===== src/rtl/life_8x8_engine_pkg.sv =====
// Shared types and constants for the 8x8 Game-of-Life frame generator.
package life_pkg;

    typedef enum logic [1:0] {
        IDLE,
        CALC,
        COMMIT
    } state_t;

    localparam int unsigned GRID_N    = 8;
    localparam int unsigned CELLS     = 64;
    localparam int unsigned IDX_W     = 6;
    localparam int unsigned ROW_SHIFT = 3;
    localparam logic [5:0]  COL_MASK  = 6'd7;

    localparam logic [8:0] LIFE_BIRTH   = 9'b000001000;
    localparam logic [8:0] LIFE_SURVIVE = 9'b000001100;

    function automatic logic [2:0] idx_row(input logic [IDX_W-1:0] i);
        return 3'(i >> ROW_SHIFT);
    endfunction

    function automatic logic [2:0] idx_col(input logic [IDX_W-1:0] i);
        return 3'(i & COL_MASK);
    endfunction

endpackage


===== src/rtl/life_8x8_engine_if.sv =====
// Seed/step control and frame/status bus between the engine and its host.
interface life_8x8_engine_if #(
    parameter int unsigned GEN_W = 16
);
    logic             seed_valid;
    logic [63:0]      seed_data;
    logic             step;
    logic             busy;
    logic             done;
    logic [63:0]      frame;
    logic             empty;
    logic             stagnant;
    logic [GEN_W-1:0] generation;

    modport master (
        output seed_valid, seed_data, step,
        input  busy, done, frame, empty, stagnant, generation
    );

    modport slave (
        input  seed_valid, seed_data, step,
        output busy, done, frame, empty, stagnant, generation
    );
endinterface


===== src/rtl/life_8x8_engine_cell_rule.sv =====
// Combinational neighbour count and next-state rule for one cell of the frame.
module life_cell_rule
    import life_pkg::*;
#(
    parameter bit         WRAP         = 1'b1,
    parameter logic [8:0] BIRTH_MASK   = LIFE_BIRTH,
    parameter logic [8:0] SURVIVE_MASK = LIFE_SURVIVE
) (
    input  logic [63:0]      i_frame,
    input  logic [IDX_W-1:0] i_idx,
    output logic [3:0]       o_count,
    output logic             o_next
);

    localparam logic [2:0] LAST = 3'(GRID_N - 1);

    logic [2:0] w_row;
    logic [2:0] w_col;
    logic [2:0] w_rows [3];
    logic [2:0] w_cols [3];
    logic       w_rv   [3];
    logic       w_cv   [3];

    always_comb begin
        w_row = idx_row(i_idx);
        w_col = idx_col(i_idx);

        // 3-bit arithmetic wraps naturally; the valid flags mask it off at the edges when not toroidal
        w_rows[0] = w_row - 3'd1;
        w_rows[1] = w_row;
        w_rows[2] = w_row + 3'd1;
        w_cols[0] = w_col - 3'd1;
        w_cols[1] = w_col;
        w_cols[2] = w_col + 3'd1;

        w_rv[0] = WRAP || (w_row != '0);
        w_rv[1] = 1'b1;
        w_rv[2] = WRAP || (w_row != LAST);
        w_cv[0] = WRAP || (w_col != '0);
        w_cv[1] = 1'b1;
        w_cv[2] = WRAP || (w_col != LAST);

        o_count = '0;
        for (int unsigned a = 0; a < 3; a++) begin
            for (int unsigned b = 0; b < 3; b++) begin
                if (!(a == 1 && b == 1) && w_rv[a] && w_cv[b]) begin
                    o_count = o_count + 4'(i_frame[{w_rows[a], w_cols[b]}]);
                end
            end
        end

        o_next = i_frame[i_idx] ? SURVIVE_MASK[o_count] : BIRTH_MASK[o_count];
    end

endmodule


===== src/rtl/life_8x8_engine.sv =====
// Serial Game-of-Life engine: one cell per clock into a shadow frame, committed atomically.
module life_8x8_engine
    import life_pkg::*;
#(
    parameter bit          WRAP         = 1'b1,
    parameter logic [8:0]  BIRTH_MASK   = LIFE_BIRTH,
    parameter logic [8:0]  SURVIVE_MASK = LIFE_SURVIVE,
    parameter int unsigned GEN_W        = 16
) (
    input  logic              clk,
    input  logic              rst,
    life_8x8_engine_if.slave  bus
);

    localparam logic [IDX_W-1:0] LAST_IDX = IDX_W'(CELLS - 1);

    state_t           r_state;
    state_t           w_next_state;
    logic [63:0]      r_frame;
    logic [63:0]      r_shadow;
    logic [IDX_W-1:0] r_idx;
    logic             r_busy;
    logic             r_done;
    logic             r_stagnant;
    logic [GEN_W-1:0] r_gen;
    logic [3:0]       w_count;
    logic             w_next_cell;

    life_cell_rule #(
        .WRAP         (WRAP),
        .BIRTH_MASK   (BIRTH_MASK),
        .SURVIVE_MASK (SURVIVE_MASK)
    ) u_rule (
        .i_frame (r_frame),
        .i_idx   (r_idx),
        .o_count (w_count),
        .o_next  (w_next_cell)
    );

    always_ff @(posedge clk) begin
        if (rst) begin
            r_state <= IDLE;
        end else begin
            r_state <= w_next_state;
        end
    end

    // A seed load pre-empts everything, including an in-flight generation
    always_comb begin
        w_next_state = r_state;
        case (r_state)
            IDLE:    if (!bus.seed_valid && bus.step) w_next_state = CALC;
            CALC: begin
                if (bus.seed_valid)         w_next_state = IDLE;
                else if (r_idx == LAST_IDX) w_next_state = COMMIT;
            end
            COMMIT:  w_next_state = IDLE;
            default: w_next_state = IDLE;
        endcase
    end

    always_ff @(posedge clk) begin
        if (rst) begin
            r_frame    <= '0;
            r_shadow   <= '0;
            r_idx      <= '0;
            r_busy     <= 1'b0;
            r_done     <= 1'b0;
            r_stagnant <= 1'b0;
            r_gen      <= '0;
        end else begin
            r_done <= 1'b0;
            if (bus.seed_valid) begin
                r_frame    <= bus.seed_data;
                r_gen      <= '0;
                r_stagnant <= 1'b0;
                r_busy     <= 1'b0;
            end else begin
                case (r_state)
                    IDLE: begin
                        if (bus.step) begin
                            r_idx  <= '0;
                            r_busy <= 1'b1;
                        end
                    end
                    CALC: begin
                        r_shadow[r_idx] <= w_next_cell;
                        r_idx           <= r_idx + 1'b1;
                    end
                    COMMIT: begin
                        r_frame    <= r_shadow;
                        r_stagnant <= (r_shadow == r_frame);
                        r_gen      <= r_gen + 1'b1;
                        r_done     <= 1'b1;
                        r_busy     <= 1'b0;
                    end
                    default: ;
                endcase
            end
        end
    end

    assign bus.busy       = r_busy;
    assign bus.done       = r_done;
    assign bus.frame      = r_frame;
    assign bus.empty      = (r_frame == '0);
    assign bus.stagnant   = r_stagnant;
    assign bus.generation = r_gen;

endmodule


===== src/flat_wrapper.sv =====
// flat-port wrapper written by rule: the top's interface ports become plain ports
module life_8x8_engine_flat import life_pkg::*;
#(
    parameter bit          WRAP         = 1'b1,
    parameter logic [8:0]  BIRTH_MASK   = LIFE_BIRTH,
    parameter logic [8:0]  SURVIVE_MASK = LIFE_SURVIVE,
    parameter int unsigned GEN_W        = 16
)
  (clk, rst, bus_seed_valid, bus_seed_data, bus_step, bus_busy, bus_done, bus_frame, bus_empty, bus_stagnant, bus_generation);
  life_8x8_engine_if #(.GEN_W(GEN_W)) bus_i ();
  input  logic clk;
  input  logic rst;
  input wire logic [$bits(bus_i.seed_valid)-1:0] bus_seed_valid;
  input wire logic [$bits(bus_i.seed_data)-1:0] bus_seed_data;
  input wire logic [$bits(bus_i.step)-1:0] bus_step;
  output wire logic [$bits(bus_i.busy)-1:0] bus_busy;
  output wire logic [$bits(bus_i.done)-1:0] bus_done;
  output wire logic [$bits(bus_i.frame)-1:0] bus_frame;
  output wire logic [$bits(bus_i.empty)-1:0] bus_empty;
  output wire logic [$bits(bus_i.stagnant)-1:0] bus_stagnant;
  output wire logic [$bits(bus_i.generation)-1:0] bus_generation;
  assign bus_i.seed_valid = bus_seed_valid;
  assign bus_i.seed_data = bus_seed_data;
  assign bus_i.step = bus_step;
  assign bus_busy = bus_i.busy;
  assign bus_done = bus_i.done;
  assign bus_frame = bus_i.frame;
  assign bus_empty = bus_i.empty;
  assign bus_stagnant = bus_i.stagnant;
  assign bus_generation = bus_i.generation;
  life_8x8_engine #(.WRAP(WRAP), .BIRTH_MASK(BIRTH_MASK), .SURVIVE_MASK(SURVIVE_MASK), .GEN_W(GEN_W)) u_core (.clk(clk), .rst(rst), .bus(bus_i));
endmodule

===== config.mk =====
export PLATFORM = sky130hd
export DESIGN_NAME = life_8x8_engine_flat
export DESIGN_NICKNAME = d
export VERILOG_FILES = /design/src/rtl/life_8x8_engine_pkg.sv /design/src/rtl/life_8x8_engine_if.sv /design/src/rtl/life_8x8_engine_cell_rule.sv /design/src/rtl/life_8x8_engine.sv /design/src/flat_wrapper.sv
export SDC_FILE = /design/constraint.sdc
export NUM_CORES = 1
export LEC_CHECK = 0
export BUFFER_PORTS_ARGS = -buffer_cell sky130_fd_sc_hd__clkbuf_2
export CAP_MARGIN = 10
export CORE_MARGIN = 2
export CORE_UTILIZATION = 30
export DETAILED_ROUTE_END_ITERATION = 12
export GPL_ROUTABILITY_DRIVEN = 0
export PLACE_DENSITY = 0.59
export SYNTH_ARGS = -nofsm -noshare
export SYNTH_HDL_FRONTEND = slang
export SYNTH_SLANG_ARGS = --single-unit

===== constraint.sdc =====
create_clock -name clk -period 5.55 [get_ports clk]
set_input_delay 1.11 -clock clk [delete_from_list [all_inputs] [get_ports clk]]
set_output_delay 1.11 -clock clk [all_outputs]
set_load 0.01 [all_outputs]

After elaboration in Yosys (flattened, before gate mapping)

Memory sizes are Yosys's and may differ from the RTL's.
Index checks and enable logic that the tools add are counted.

$add $sub $neg: 13
Magnitude comparators: 11
Eq/ne operators: 7
Muxes and demuxes: 35
Bitwise gates (word level): 1
Reductions and logical operators: 13

Operators by type and width:

| cell                                                                                 | number |
|---|---|
| 64-bit 2-to-1 mux                                                                    | 2 |
| 64-bit bitwise mux                                                                   | 1 |
| 64-bit equality test                                                                 | 1 |
| 64-bit zero test                                                                     | 1 |
| 6-bit by 7-bit < comparator with 1-bit output (second input constant)                | 9 |
| 1-bit binary-select mux with 6-bit select                                            | 9 |
| 16-bit by 1-bit adder with 16-bit output (second input constant)                     | 1 |
| 4-bit by 1-bit adder with 4-bit output                                               | 4 |
| 1-bit 2-to-1 mux                                                                     | 15 |
| 6-bit case mux with 2 select lines                                                   | 1 |
| 3-bit by 1-bit adder with 3-bit output (second input constant)                       | 2 |
| 6-bit by 1-bit adder with 6-bit output (second input constant)                       | 1 |
| 1-bit demux with 6-bit select                                                        | 1 |
| 6-bit equality test (second input constant)                                          | 1 |
| 6-bit by 1-bit greater-or-equal comparator with 1-bit output (second input constant) | 1 |
| 2-bit 2-to-1 mux                                                                     | 3 |
| 6-bit 2-to-1 mux                                                                     | 1 |
| 2-bit AND reduction                                                                  | 3 |
| 2-bit nonzero test                                                                   | 3 |
| 3-bit by 1-bit subtractor with 3-bit output (second input constant)                  | 2 |
| 4-bit by 5-bit < comparator with 1-bit output (second input constant)                | 1 |
| 3-bit by 1-bit adder with 4-bit output                                               | 1 |
| 2-bit case mux with 2 select lines                                                   | 1 |
| 2-bit by 1-bit adder with 3-bit output                                               | 1 |
| 13 further kinds                                                                     | 14 |

Flip-flop bits (word level): 155
ROM bits: 32
Bits of input ports: 68
Word-level logic and storage cells: 90
Memories kept: 2

Memory list:

| name            | words | width | read ports | clocked after Yosys merged registers in | write ports | RTL line                        | RTL |
|---|---|---|---|---|---|---|---|
| (no name shown) | 16    | 1     | 1          | 0                                       | 0           | life_8x8_engine_cell_rule.sv:52 | `o_next = i_frame[i_idx] ? SURVIVE_MASK[o_count] : BIRTH_MASK[o_count];` |
| (no name shown) | 16    | 1     | 1          | 0                                       | 0           | life_8x8_engine_cell_rule.sv:52 |  |

Depth between registers and ports, before layout

Gate-level depths: netlist of the first run.

Word-level depth: 14
Mapped depth: 26
Depth with buffers taken out: 19

By module

A second synthesis of the first run with hierarchy kept.

Cells, all modules: 1,242
Area total of the unflattened synthesis: 9,725.6 sq um

By module, submodules not included:

| module          | times used | cells an instance | area each (sq um) |
|---|---|---|---|
| life_8x8_engine | 1          | 1,038             | 7,553.5 |
| life_cell_rule  | 1          | 204               | 2,172.1 |

Worst setup path before layout of the first run

No wires, ideal clock.

Path type: reg-to-reg
Start: register u_core.r_idx[0]
End: register u_core.r_shadow[57]
Arrival: 5.674 ns
Setup slack: -0.257 ns
Cell stages (with the launch flop): 26
Period minus slack after synthesis: 5.807 ns
Cell sequence: dfxtp_1 buf_2 inv_2 clkbuf_8 ha_1 clkbuf_1 inv_2 clkbuf_8 mux4_2 nor2_1 a211oi_1 a21oi_1 o2bb2ai_1 fa_1 inv_1 fa_1 fa_1 ha_1 fa_1 and3_1 o211a_1 clkbuf_1 o21ai_0 and2_1 clkbuf_1 a21oi_1

Longest elaborated chain between the ends: 14
Elaborated cells between the ends (all ways): 38

RTL lines:

| what                                                | RTL line                        | RTL |
|---|---|---|
| from (decl)                                         | life_8x8_engine.sv:21           | `logic [IDX_W-1:0] r_idx;` |
| from (signal assigned)                              | life_8x8_engine.sv:88           | `r_idx <= r_idx + 1'b1;` |
| 3-bit by 1-bit subtractor with 3-bit output         | life_8x8_engine_cell_rule.sv:32 | `w_cols[0] = w_col - 3'd1;` |
| 1-bit binary-select mux with 6-bit select           | life_8x8_engine_cell_rule.sv:47 | `o_count = o_count + 4'(i_frame[{w_rows[a], w_cols[b]}]);` |
| 1-bit 2-to-1 mux (implied by the code)              | life_8x8_engine_cell_rule.sv:47 |  |
| 1-bit by 1-bit adder with 2-bit output              | life_8x8_engine_cell_rule.sv:47 |  |
| 2-bit by 1-bit adder with 3-bit output              | life_8x8_engine_cell_rule.sv:47 |  |
| 3-bit by 1-bit adder with 4-bit output              | life_8x8_engine_cell_rule.sv:47 |  |
| 4-bit by 1-bit adder with 4-bit output (4 in a row) | life_8x8_engine_cell_rule.sv:47 |  |
| memory read 16 x 1 bit                              | n/a                             |  |
| 1-bit 2-to-1 mux (implied by the code)              | life_8x8_engine_cell_rule.sv:52 |  |
| 1-bit 2-to-1 mux                                    | life_8x8_engine_cell_rule.sv:52 |  |
| 64-bit bitwise mux (*)                              | life_8x8_engine.sv:87           | `r_shadow[r_idx] <= w_next_cell;` |
| to (signal, indexed assignment)                     | life_8x8_engine.sv:87           |  |
| to (decl)                                           | life_8x8_engine.sv:20           | `logic [63:0] r_shadow;` |

Every way passes the cells marked *; elsewhere a longest branch is shown, timed or not. The select of a mux whose other input is x is not followed.
A chain may end at the register's enable or synchronous reset.

Worst setup path after layout of the first run

Start: register u_core.r_idx[0]
End: register u_core.r_shadow[17]

Same word-level chain as after synthesis.

==> results of run 1 <==
[registers in the layout, summed over array words and instances (netlist names)]
register and count:
u_core.bus.busy 1, u_core.bus.generation 16, u_core.r_shadow 64, u_core.bus.done 1, u_core.bus.stagnant 1, u_core.bus.frame 64, u_core.r_idx 6, u_core.r_state 2
[where the power goes]
part           internal (mW)  switching [mW]
sequential              1.14          0.0566
combinational          0.195           0.273
clock                  0.680           0.535
[how the worst max path moves through the flow]
stage	startpoint	endpoint	slack (ns)	cells after the start
3_5_place_dp	u_core.r_idx[1]$_SDFFE_PP0P_	u_core.r_shadow[57]$_SDFFE_PP0P_	-0.10	19
5_1_grt	u_core.r_idx[0]$_SDFFE_PP0P_	u_core.r_shadow[17]$_SDFFE_PP0P_	-0.04	17
2_1_floorplan	u_core.r_idx[0]$_SDFFE_PP0P_	u_core.r_shadow[0]$_SDFFE_PP0P_	-0.02	22
6_report	u_core.r_idx[0]$_SDFFE_PP0P_	u_core.r_shadow[17]$_SDFFE_PP0P_	0.23	18
4_1_cts	u_core.r_idx[1]$_SDFFE_PP0P_	u_core.r_shadow[63]$_SDFFE_PP0P_	0.05	18
3_3_place_gp	u_core.r_idx[1]$_SDFFE_PP0P_	u_core.r_shadow[57]$_SDFFE_PP0P_	-0.02	19
[cells by family after synthesis]
| kind of cell | synth area share (%) |
|---|---|
| xor gates and xnor gates | 7.38 |
| and+or+nand+nor | 21.9 |
| DFF | 32.3 |
| AOI/OAI and AO/OA | 18.2 |
| buffers and inverters | 5.41 |
| muxes | 13.0 |
| adders and majority gates | 1.87 |
[cells in the final DEF (no fill, tap or decap), types with 3 or more instances in the layout]
cell	n
nand2_1	210
a21oi_1	167
dfxtp_1	153
clkbuf_2	150
nor2_1	113
buf_4	75
nand3_1	48
xnor2_1	43
o21ai_0	36
a22oi_1	36
xor2_1	33
mux2i_1	31
nor4_1	27
mux4_2	26
inv_1	19
nand4_1	17
nor3_1	17
clkbuf_16	17
mux2_2	15
and3_1	12
o22ai_1	7
mux4_1	7
nor2b_1	6
a221oi_1	6
nand2b_1	6
o31ai_1	6
ha_1	6
inv_6	6
nor3b_1	5
o2bb2ai_1	4
or3_1	4
fa_1	4
buf_12	4
inv_2	3
clkinv_4	3
a211oi_1	3
o2111ai_1	3
o21ai_1	3
a21boi_1	3
inv_8	3
[worst register-to-register path, stage by stage, from the launching register on]
cell and delay, ns:
dfxtp_2 0.40, buf_6 0.25, mux4_2 0.58, mux2i_1 0.22, nand2_1 0.09, o21ai_0 0.10, buf_4 0.15, o22ai_1 0.08
nor3_1 0.28, fa_1 0.46, inv_1 0.09, fa_1 0.41, fa_1 0.49, ha_1 0.24, fa_1 0.38, nor2_1 0.18
o211a_4 0.29, o211ai_2 0.24, o31ai_1 0.29
[metal layers]
metal,vias to the layer above,global-route usage [%]
li1,4633,-
met5,-,0
met2,567,35.4
met1,4804,29.3
met3,101,5.10
met4,0,11.5
[metrics by stage]
step | worst slack, ns | util [%] | cells | TNS, ns
2_1_floorplan | -0.0160 | - | 1207 | -0.384
6_report | 0.235 | 37.4 | 1786 | 0
5_1_grt | -0.0355 | 37.4 | 1786 | -0.0881
3_5_place_dp | -0.104 | 35.2 | 1753 | -0.540
3_3_place_gp | -0.0234 | 35.2 | 1753 | -0.0384
4_1_cts | 0.0487 | 37.1 | 1785 | 0
[final cells by class]
class                           count  area (sq um)
Multi-Input combinational cell    942          6070
Inverter                           24          95.1
Clock inverter                     15           176
Clock buffer                       17           425
Timing Repair Buffer              231          1420
Tap cell                          402           503
Sequential cell                   155          3110
Fill cell                        3256         19800
==> results by group, run 1 <==
Placement
  – DP HPWL: 28,400 microns
  – Post-DP Area: 0.0111 sq mm
  – # port buffers: 151

Clocking
  – CTS max path bufs: 2
  – H-tree levels: 4
  – Cts repair resizes: 3
  – Latest clock arrival within the worst-skew pair: 0.45 ns
  – TritonCTS clock tree: built
  – Clk sink count: 155
  – Hold Buf Count CTS: 0
  – Post-CTS Setup Inserts: 0
  – Cts bufs inserted: 17
  – Clock transition at path regs: 0.07 ns
  – Clk root buf: clkbuf_16

Floorplanning
  – I/O Pins: 152
  – Core Region: 0.0316 sq mm
  – Starting Density: 30.5%
  – Die area: 0.0335 sq mm
  – Row count: 65
  – Die height: 183 microns
  – Die X: 183 microns

Cells and area
  – Final #Nets: 1,451
  – Antenna cells: 0
  – Design Area, Final: 0.0118 sq mm
  – Layout cells sized above 1: 24.0%
  – Layout area overhead: 22.6%

Hold path
  – Hold WC Path Type: flop to flop
  – Hold Path Sink: u_core.bus.busy$_SDFFE_PP0P_
  – Hold Startpoint: u_core.bus.busy$_SDFFE_PP0P_
  – Hold depth: 1

Synthesis
  – Post-synth top area share: 32.3%
  – Syn nets: 1,287
  – Cell variety after synth: 65
  – Post-synth EDFFs: 0
  – Seq/Total Area, Yosys: 32.3%
  – Commonest cells in the netlist: nand2_1, a21oi_1, dfxtp_1
  – Synth async-reset ratio: 0%
  – Ys Warns: 0
  – Synth area leader: dfxtp_1
  – Yosys reg bits: 155
  – Syn Inst Count: 1,207
  – Ys flop type: dfxtp_1
  – Mapped Area: 0.00961 sq mm
  – Most common cell in the netlist: nand2_1
  – Synthesized area per cell: 7.97 sq um
  – Top area cells in the synthesized netlist: dfxtp_1, a21oi_1, nand2_1

Setup path
  – Critical Path Fanout Max: 22
  – Worst setup EP type: flop
  – Cell mode on critical path: fa_1
  – Worst R2R End: u_core.r_shadow[17]$_SDFFE_PP0P_
  – Critical path required time: 5.90 ns
  – Slowest cell on crit path: mux4_2
  – WS Path Type: flop to flop
  – Critical Path Start Type: flop
  – Cell Chain, Critical Path: buf_6 -> mux4_2 -> mux2i_1 -> nand2_1 -> o21ai_0 -> buf_4 -> o22ai_1 -> nor3_1 -> fa_1 -> inv_1 -> fa_1 -> fa_1 -> ha_1 -> fa_1 -> nor2_1 -> o211a_4 -> o211ai_2 -> o31ai_1
  – Reg2Reg Setup Slack: 0.23 ns
  – Critical R2R Launch: u_core.r_idx[0]$_SDFFE_PP0P_
  – Crit path DAT: 5.67 ns
  – Critical path's top delay family: adder cells
  – R2r worst-path depth: 18
  – Buf/Inv on CP: 3
  – Slowest stage delay, CP: 0.56 ns

STA
  – Hold Slack: 0.478 ns
  – Fmax: 188 MHz
  – Final Hold Vio Count: 0
  – Fin crit period: 5.32 ns
  – Worst-margin pin slew: 1.05 ns
  – Worst rel slew slack: 29.3%
  – Tcrit/Tclk final: 95.8%
  – Clk_skew: 0.0166 ns
  – Final setup vio count: 0
  – Max-slew violations: 0

Global routing
  – GR Overflow Total: 0
  – First-pass GRT wire length: 57,400 microns
  – Number of global-route vias before repair: 9,503
  – GRT Total Usage: 22.6%
  – Initial antenna violation count: 0
  – Largest net degree at the start of global routing: 84

Routing
  – Total Wirelength: 38,300 microns
  – Met3 routed WL: 3550 microns
  – Met2 WL: 17,600 microns
  – Max layer used: met4
  – Avg WL per Cell: 21.5 microns
  – 1st-iter DRT viols: 1,096
  – Drt first pass iters: 6
  – Vias per cell: 5.66
  – Vias: 10,100
  – Wl on met1: 15,300 microns
  – DRC: 0
  – Antenna-violating nets left: 0

Pwr
  – Cell Pwr Density: 244 mW/mm^2
  – Peak supply drop: 0.000209 V
  – Pleak: 4.61 nW
  – Total power: 2.88 mW

Flow run
  – Max Cap Violations: 0

Outcome
  – Status: complete, no violations
(Power assumes the default switching activity.)
==> inputs of run 2 (changes only) <==
--- a/config.mk
+++ b/config.mk
@@ -12,6 +12,7 @@
 export DETAILED_ROUTE_END_ITERATION = 12
 export GPL_ROUTABILITY_DRIVEN = 0
 export PLACE_DENSITY = 0.59
+export REMOVE_ABC_BUFFERS = 1
 export SYNTH_ARGS = -nofsm -noshare
 export SYNTH_HDL_FRONTEND = slang
 export SYNTH_SLANG_ARGS = --single-unit
==> run 2 against run 1 <==
Effect of this change:
- routed wire length decreased by 2.2%
- maximum frequency fell by 0.67%
- sequential share of layout area hardly changed
- die area unchanged
- combinational power fell by 3%
- critical path type unchanged
- largest cell class unchanged
==> results by group, run 2 (synthesized netlist as in run 1, its figures left out) <==
Floorplanning
  – Die X: 183 microns (unchanged)
  – Starting Density: 30.5% (unchanged)
  – Row count: 65 (unchanged)
  – Core Region: 0.0316 sq mm (unchanged)
  – Die height: 183 microns (unchanged)
  – I/O Pins: 152 (unchanged)
  – Die area: 0.0335 sq mm (unchanged)

Clocking
  – CTS max path bufs: 2 (unchanged)
  – Latest clock arrival within the worst-skew pair: 0.45 ns (about the same)
  – Clk sink count: 155 (unchanged)
  – Cts bufs inserted: 17 (unchanged)
  – Clock transition at path regs: 0.07 ns (about the same)
  – H-tree levels: 4 (unchanged)
  – Hold Buf Count CTS: 0 (unchanged)
  – Clk root buf: clkbuf_16
  – TritonCTS clock tree: built

Pwr
  – Peak supply drop: 0.000216 V (+3.5%)
  – Total power: 2.88 mW (about the same)
  – Seq pwr share: 41.6% (about the same)
  – Cell Pwr Density: 244 mW/mm^2 (about the same)
  – NetSw: 0.824 mW (-4.7%)
  – Sw frac: 28.6% (-1.4 points)
  – Power Internal: 2.05 mW (+2.0%)
  – Gate power share: 15.8% (-0.4 points)
  – Pleak: 4.61 nW (about the same)
  – Clk network pwr share: 42.7% (+0.5 points)

STA
  – Final Hold Vio Count: 0 (unchanged)
  – Tcrit/Tclk final: 96.4% (+0.65 points)
  – Max-slew violations: 0 (unchanged)
  – Hold Slack: 0.489 ns (+0.0111 ns)
  – Worst-margin pin slew: 0.747 ns (-0.307 ns)
  – Fmax: 187 MHz (-0.67%)
  – Final setup vio count: 0 (unchanged)
  – Fin crit period: 5.35 ns (+0.0361 ns)
  – Worst rel slew slack: 49.8% (+21 points)
  – Clk_skew: 0.0167 ns (+0.000142 ns)
  – RSZ-0062 raised after global routing: no

Routing
  – Vias: 9,981 (-1.2%)
  – Vias per cell: 5.58 (-1.4%)
  – Avg WL per Cell: 21.0 microns (-2.4%)
  – Antenna-violating nets left: 0 (unchanged)
  – DRC: 0 (unchanged)
  – Total Wirelength: 37,500 microns (-2.2%)
  – 1st-iter DRT viols: 975 (-11%)
  – Drt first pass iters: 6 (unchanged)

Global routing
  – GRT Total Usage: 22.1% (-0.52 points)
  – Largest net degree at the start of global routing: 77 (-8.3%)
  – First-pass GRT wire length: 56,800 microns (-1.1%)
  – GR Overflow Total: 0 (unchanged)
  – Initial antenna violation count: 0 (unchanged)
  – Number of global-route vias before repair: 9,330 (-1.8%)

Cells and area
  – Final #Nets: 1,455 (+0.28%)
  – Layout area overhead: 22.6% (unchanged)
  – Layout cells sized above 1: 24.0% (about the same)
  – Most common cell after layout, fill and taps aside: nand2_1
  – Fillcell total: 3,300 (+1.4%)
  – Design Area, Final: 0.0118 sq mm (unchanged)
  – Antenna cells: 0 (unchanged)
  – Most frequent cells in the layout: nand2_1, a21oi_1, dfxtp_1, clkbuf_2, nor2_1
  – Post-route insts no fill: 1,789 (+0.17%)

Setup path
  – Critical path required time: 5.86 ns (-0.04 ns)
  – Critical Path Fanout Max: 11 (-50%)
  – Critical Path Start Type: flop
  – Worst setup EP type: flop
  – WS Path Type: flop to flop
  – Crit path DAT: 5.66 ns (about the same)

Outcome
  – Status: complete, no violations

Hold path
  – Hold WC Path Type: flop to flop

Placement
  – Inst Count DP: 1,756 (+0.17%)
  – Post-DP Area: 0.0111 sq mm (about the same)
  – DP HPWL: 28,200 microns (-0.82%)
  – # port buffers: 151 (unchanged)

Flow run
  – Max Cap Violations: 0 (unchanged)
run 2: cell count changes in the layout (fill, tap and decap cells not counted), moves of 2 or more:
cell,before,now
o21ai_1,3,6
inv_8,3,0
buf_6,2,0
nor3_2,0,2
buf_4,75,82
clkinvlp_4,1,3
nor3_1,17,15
o21ai_0,36,34
inv_6,6,4
clkinv_4,3,1
run 2: area by class of cell:
cell class              count  area, sq um  share of cell area (%)
flip-flops and latches    155         3110                    26.4
multi-input cells         942         6050                    51.4
clock buffers              19          443                    3.76
inverters                  24         92.6                   0.785
well taps                 402          503                    4.27
repair buffers            235         1430                    12.1
clock inverters            12          161                    1.37
run 2: worst max-delay path: stages, from the launching register on:
cell      delay, ns
dfxtp_1        0.50
buf_4          0.25
clkinv_1       0.15
buf_4          0.20
mux4_2         0.22
nand3_1        0.14
o21ai_0        0.33
o22ai_1        0.12
nor3_1         0.30
fa_1           0.46
inv_1          0.09
fa_1           0.42
fa_1           0.49
ha_1           0.25
fa_1           0.41
and3_1         0.17
o211a_4        0.28
buf_4          0.16
o21ai_2        0.14
o21ai_0        0.15
run 2: stage by stage:
stage               utilization [%]  worst slack, ns  setup TNS (ns)
finish                         37.4            0.199               0
global route                   37.4           0.0215               0
CTS                            37.2           0.0298               0
detailed placement             35.2          -0.0998           -1.03
global placement               35.2           0.0822               0
floorplan                         -            -1.58          -94.06
run 2: path summary, 6_finish.rpt:
path              cells after the start                          endpoint  slack (ns)                          from
setup / recovery                     19  u_core.r_shadow[29]$_SDFFE_PP0P_        0.20  u_core.r_idx[2]$_SDFFE_PP0P_
hold / removal                        1      u_core.bus.busy$_SDFFE_PP0P_        0.49  u_core.bus.busy$_SDFFE_PP0P_
setup reg to reg                     19  u_core.r_shadow[29]$_SDFFE_PP0P_        0.20  u_core.r_idx[2]$_SDFFE_PP0P_
hold reg to reg                       1      u_core.bus.busy$_SDFFE_PP0P_        0.49  u_core.bus.busy$_SDFFE_PP0P_
run 2: layer usage:
layer  wire length (microns)  share of wire (%)  vias to the layer above  GRT usage [%]
li1                        -                  -                     4626              -
met1                   15700                 42                     4739           29.0
met2                   16800                 45                      526           34.3
met3                    3310                8.8                       90           5.22
met4                    1670                4.5                        0           10.7
met5                       0                  0                        -              0
run 2: repair_timing:
| action | in CTS | in global routing |
|---|---|---|
| hold endpoints to repair | 0 | 0 |
| setup buffers | 2 | 0 |
| pin swaps | 1 | 4 |
| endpoints found under the setup margin | 16 | 64 |
| resized for setup | 2 | 13 |
run 2: power groups by stage:
stage               Sequential, mW  Clock (mW)  Combinational [mW]
finish                        1.20        1.23               0.454
global route                  1.20        1.30               0.490
detailed placement            1.22           0               0.438
floorplan                     1.22           0               0.221
CTS                           1.20        1.25               0.442
global placement              1.22           0               0.432
==> inputs of run 3 (changes only) <==
--- a/config.mk
+++ b/config.mk
@@ -13,6 +13,8 @@
 export GPL_ROUTABILITY_DRIVEN = 0
 export PLACE_DENSITY = 0.59
 export REMOVE_ABC_BUFFERS = 1
+export SETUP_SLACK_MARGIN = 0.4
 export SYNTH_ARGS = -nofsm -noshare
 export SYNTH_HDL_FRONTEND = slang
+export SYNTH_HIERARCHICAL = 1
 export SYNTH_SLANG_ARGS = --single-unit
==> run 3 against run 2 <==
Effect of this change:
- the run now ends with max-capacitance violations left
- non-clock buffer count up 25
- synthesized area rose by 1.2%
- final area increased by 7.1%
- clock-buffer cell count rose by 2
- total power up 11%
- first-iteration DRC count rose by 31%
- flip-flop and latch count unchanged
- routed wire length up 6.1%
- largest power group unchanged
==> results by group, run 3 <==
Cells and area
  – Antenna cells: 0 (unchanged)
  – Design Area, Final: 0.0126 sq mm (+7.1%)
  – Core Util, Final: 39.8% (+2.5 points)
  – Layout area overhead: 29.9%
  – Most frequent cells in the layout: nand2_1, a21oi_1, dfxtp_1, clkbuf_2, nor2_1
  – Most common cell after layout, fill and taps aside: nand2_1
  – Fillcell total: 3,199 (-3.1%)
  – Final #Nets: 1,509 (+3.7%)
  – Layout cells sized above 1: 28.5% (+4.4 points)

Synthesis
  – Ys Warns: 6 (+6)
  – Post-synth top area share: 31.9% (-0.37 points)
  – Most common cell in the netlist: nand2_1
  – Cell variety after synth: 61 (-6.2%)
  – Top area cells in the synthesized netlist: dfxtp_1, a21oi_1, nand2_1
  – Ys flop type: dfxtp_1
  – Mapped Area: 0.00973 sq mm (+1.2%)
  – Seq/Total Area, Yosys: 31.9% (-0.37 points)
  – Post-synth EDFFs: 0 (unchanged)
  – Synth area leader: dfxtp_1
  – Commonest cells in the netlist: nand2_1, a21oi_1, dfxtp_1
  – Synthesized area per cell: 7.83 sq um (-1.7%)
  – Synth async-reset ratio: 0% (unchanged)
  – Yosys reg bits: 155 (unchanged)
  – Syn Inst Count: 1,242 (+2.9%)

Global routing
  – First-pass GRT wire length: 58,100 microns (+2.3%)
  – Number of global-route vias before repair: 9,583 (+2.7%)
  – Initial antenna violation count: 0 (unchanged)
  – GRT Total Usage: 22.8% (+0.72 points)
  – GR Overflow Total: 0 (unchanged)
  – Largest net degree at the start of global routing: 74 (-3.9%)

Setup path
  – Critical path required time: 5.92 ns (+0.06 ns)
  – Critical path's top delay family: adder cells
  – Buf/Inv on CP: 7 (+2)
  – Critical R2R Launch: u_core/r_idx[0]$_SDFFE_PP0P_
  – Reg2Reg Setup Slack: 0.01 ns (-0.19 ns)
  – Slowest cell on crit path: mux4_2
  – Cell Chain, Critical Path: buf_12 -> buf_12 -> buf_12 -> mux2i_2 -> mux4_2 -> mux2_4 -> o22ai_4 -> nor3_2 -> fa_1 -> inv_1 -> fa_1 -> fa_1 -> ha_2 -> fa_2 -> or3b_4 -> a31oi_4 -> buf_6 -> buf_12 -> buf_16 -> a31oi_1 -> nor2_1
  – Critical Path Start Type: flop
  – Worst R2R End: u_core/r_shadow[49]$_SDFFE_PP0P_
  – Slowest stage delay, CP: 0.53 ns (+0.03 ns)
  – Critical Path Fanout Max: 9 (-2)
  – R2r worst-path depth: 21 (+2)
  – Worst setup EP type: flop
  – Crit path DAT: 5.91 ns (+0.25 ns)
  – WS Path Type: flop to flop
  – Cell mode on critical path: buf_12

Floorplanning
  – Die area: 0.0339 sq mm (+1.1%)
  – Die height: 184 microns (+0.57%)
  – Starting Density: 30.7% (+0.19 points)
  – Die X: 184 microns (+0.57%)
  – Row count: 65 (unchanged)
  – I/O Pins: 152 (unchanged)
  – Core Region: 0.0317 sq mm (+0.52%)

Clocking
  – Clk root buf: clkbuf_16
  – TritonCTS clock tree: built
  – Clk sink count: 155 (unchanged)
  – Cts bufs inserted: 17 (unchanged)
  – CTS max path bufs: 2 (unchanged)
  – Clock transition at path regs: 0.07 ns (about the same)
  – Latest clock arrival within the worst-skew pair: 0.45 ns (about the same)
  – Hold Buf Count CTS: 0 (unchanged)
  – H-tree levels: 4 (unchanged)

STA
  – Final setup vio count: 0 (unchanged)
  – Tcrit/Tclk final: 99.8% (+3.4 points)
  – Fmax: 181 MHz (-3.4%)
  – Clk_skew: 0.0171 ns (+0.000424 ns)
  – Worst rel slew slack: 1.03% (-49 points)
  – Setup TNS: 0 ns (unchanged)
  – Fin crit period: 5.54 ns (+0.188 ns)
  – Final Hold Vio Count: 0 (unchanged)
  – Worst setup margin: 0.0103 ns (-0.188 ns)
  – Max-slew violations: 0 (unchanged)
  – Hold Slack: 0.477 ns (-0.0128 ns)
  – Worst-margin pin slew: 1.48 ns (+0.735 ns)
  – RSZ-0062 raised after global routing: yes

Placement
  – # port buffers: 151 (unchanged)
  – DP HPWL: 27,700 microns (-1.7%)
  – Post-placement setup slack: -0.303 ns (-0.203 ns)
  – Post-DP Area: 0.0114 sq mm (+2.3%)

Flow run
  – Max Cap Violations: 1 (+1)

Routing
  – Avg WL per Cell: 21.6 microns (+3.0%)
  – Total Wirelength: 39,800 microns (+6.1%)
  – Vias per cell: 5.61 (+0.50%)
  – Vias: 10,300 (+3.5%)
  – 1st-iter DRT viols: 1,277 (+31%)
  – Drt first pass iters: 5 (-1)
  – DRC: 0 (unchanged)
  – Antenna-violating nets left: 0 (unchanged)

Outcome
  – Failing checks: max-capacitance violations
  – Status: finished, violations left

Pwr
  – Peak supply drop: 0.000196 V (-9.4%)
  – Pleak: 4.65 nW (+0.89%)
  – Cell Pwr Density: 254 mW/mm^2 (+4.0%)

Hold path
  – Hold Startpoint: u_core/bus.busy$_SDFFE_PP0P_
  – Hold depth: 1 (unchanged)
  – Hold Path Sink: u_core/bus.busy$_SDFFE_PP0P_
  – Hold WC Path Type: flop to flop
==> run 3: kinds of logic (layout without fill, tap and decap cells) <==
family	Yosys count	after routing	share of synthesized area [%]
flops	155	155	31.9
xor+xnor	64	64	5.92
compound gates	248	248	13.8
mux	111	111	16.4
fa+ha+maj	13	13	1.98
simple gates	536	536	24.9
buf+inv	115	314	5.13
==> run 3: routing by layer <==
metal	share of wire [%]	wire, microns	up-vias	global-route usage, %
met2	47	18600	630	37.0
met3	9.6	3830	96	4.56
met1	39	15700	4903	29.0
met5	0	0	-	0
met4	4.2	1670	0	11.2
li1	-	-	4705	-
==> run 3: how the worst max path moves through the flow <==
stage | from | to | depth (start not counted) | slack, ns
floorplan | u_core/r_idx[0]$_SDFFE_PP0P_ | u_core/r_shadow[10]$_SDFFE_PP0P_ | 17 | -4.06
global placement | u_core/r_idx[0]$_SDFFE_PP0P_ | u_core/r_shadow[15]$_SDFFE_PP0P_ | 19 | -0.18
detailed placement | u_core/r_idx[0]$_SDFFE_PP0P_ | u_core/r_shadow[53]$_SDFFE_PP0P_ | 19 | -0.30
CTS | u_core/r_idx[0]$_SDFFE_PP0P_ | u_core/r_shadow[46]$_SDFFE_PP0P_ | 21 | 0.11
global route | u_core/r_idx[0]$_SDFFE_PP0P_ | u_core/r_shadow[46]$_SDFFE_PP0P_ | 20 | -0.09
finish | u_core/r_idx[0]$_SDFFE_PP0P_ | u_core/r_shadow[49]$_SDFFE_PP0P_ | 21 | 0.01
==> run 3: worst register-to-register path, delay by kind of cell (launching register included) <==
kind	cells	cell delay, ns
flops	1	0.36
simple gates	3	0.61
fa+ha+maj	5	2.16
buf+inv	7	0.88
compound gates	3	0.46
mux	3	1.00
==> run 3: final cells by class <==
cell class	count	area, sq um	share of cell area, %
Inverter	22	82.6	0.654
Sequential cell	155	3110	24.6
Clock inverter	11	156	1.24
Timing Repair Buffer	260	1900	15.1
Clock buffer	21	470	3.72
Tap cell	402	503	3.98
Multi-Input combinational cell	972	6400	50.7
==> run 3: per-stage QoR <==
stage                     std cells  total power, mW
after floorplan                1149             1.44
after global placement         1792             1.70
after detailed placement       1792             1.71
after CTS                      1836             3.11
after global routing           1843             3.30
final                          1843             3.21
==> run 3: what timing repair did <==
item	in CTS	in global routing
gates resized for setup	32	42
buffers inserted	8	1
gates cloned	4	6
pin swaps	14	12
endpoints found under the hold margin	0	0
endpoints found under the setup margin	64	64
==> run 3: power by group <==
part / total [mW] / internal (mW) / switching (mW)
sequential: 1.18 / 1.14 / 0.0395
combinational: 0.768 / 0.376 / 0.392
clock: 1.26 / 0.749 / 0.511
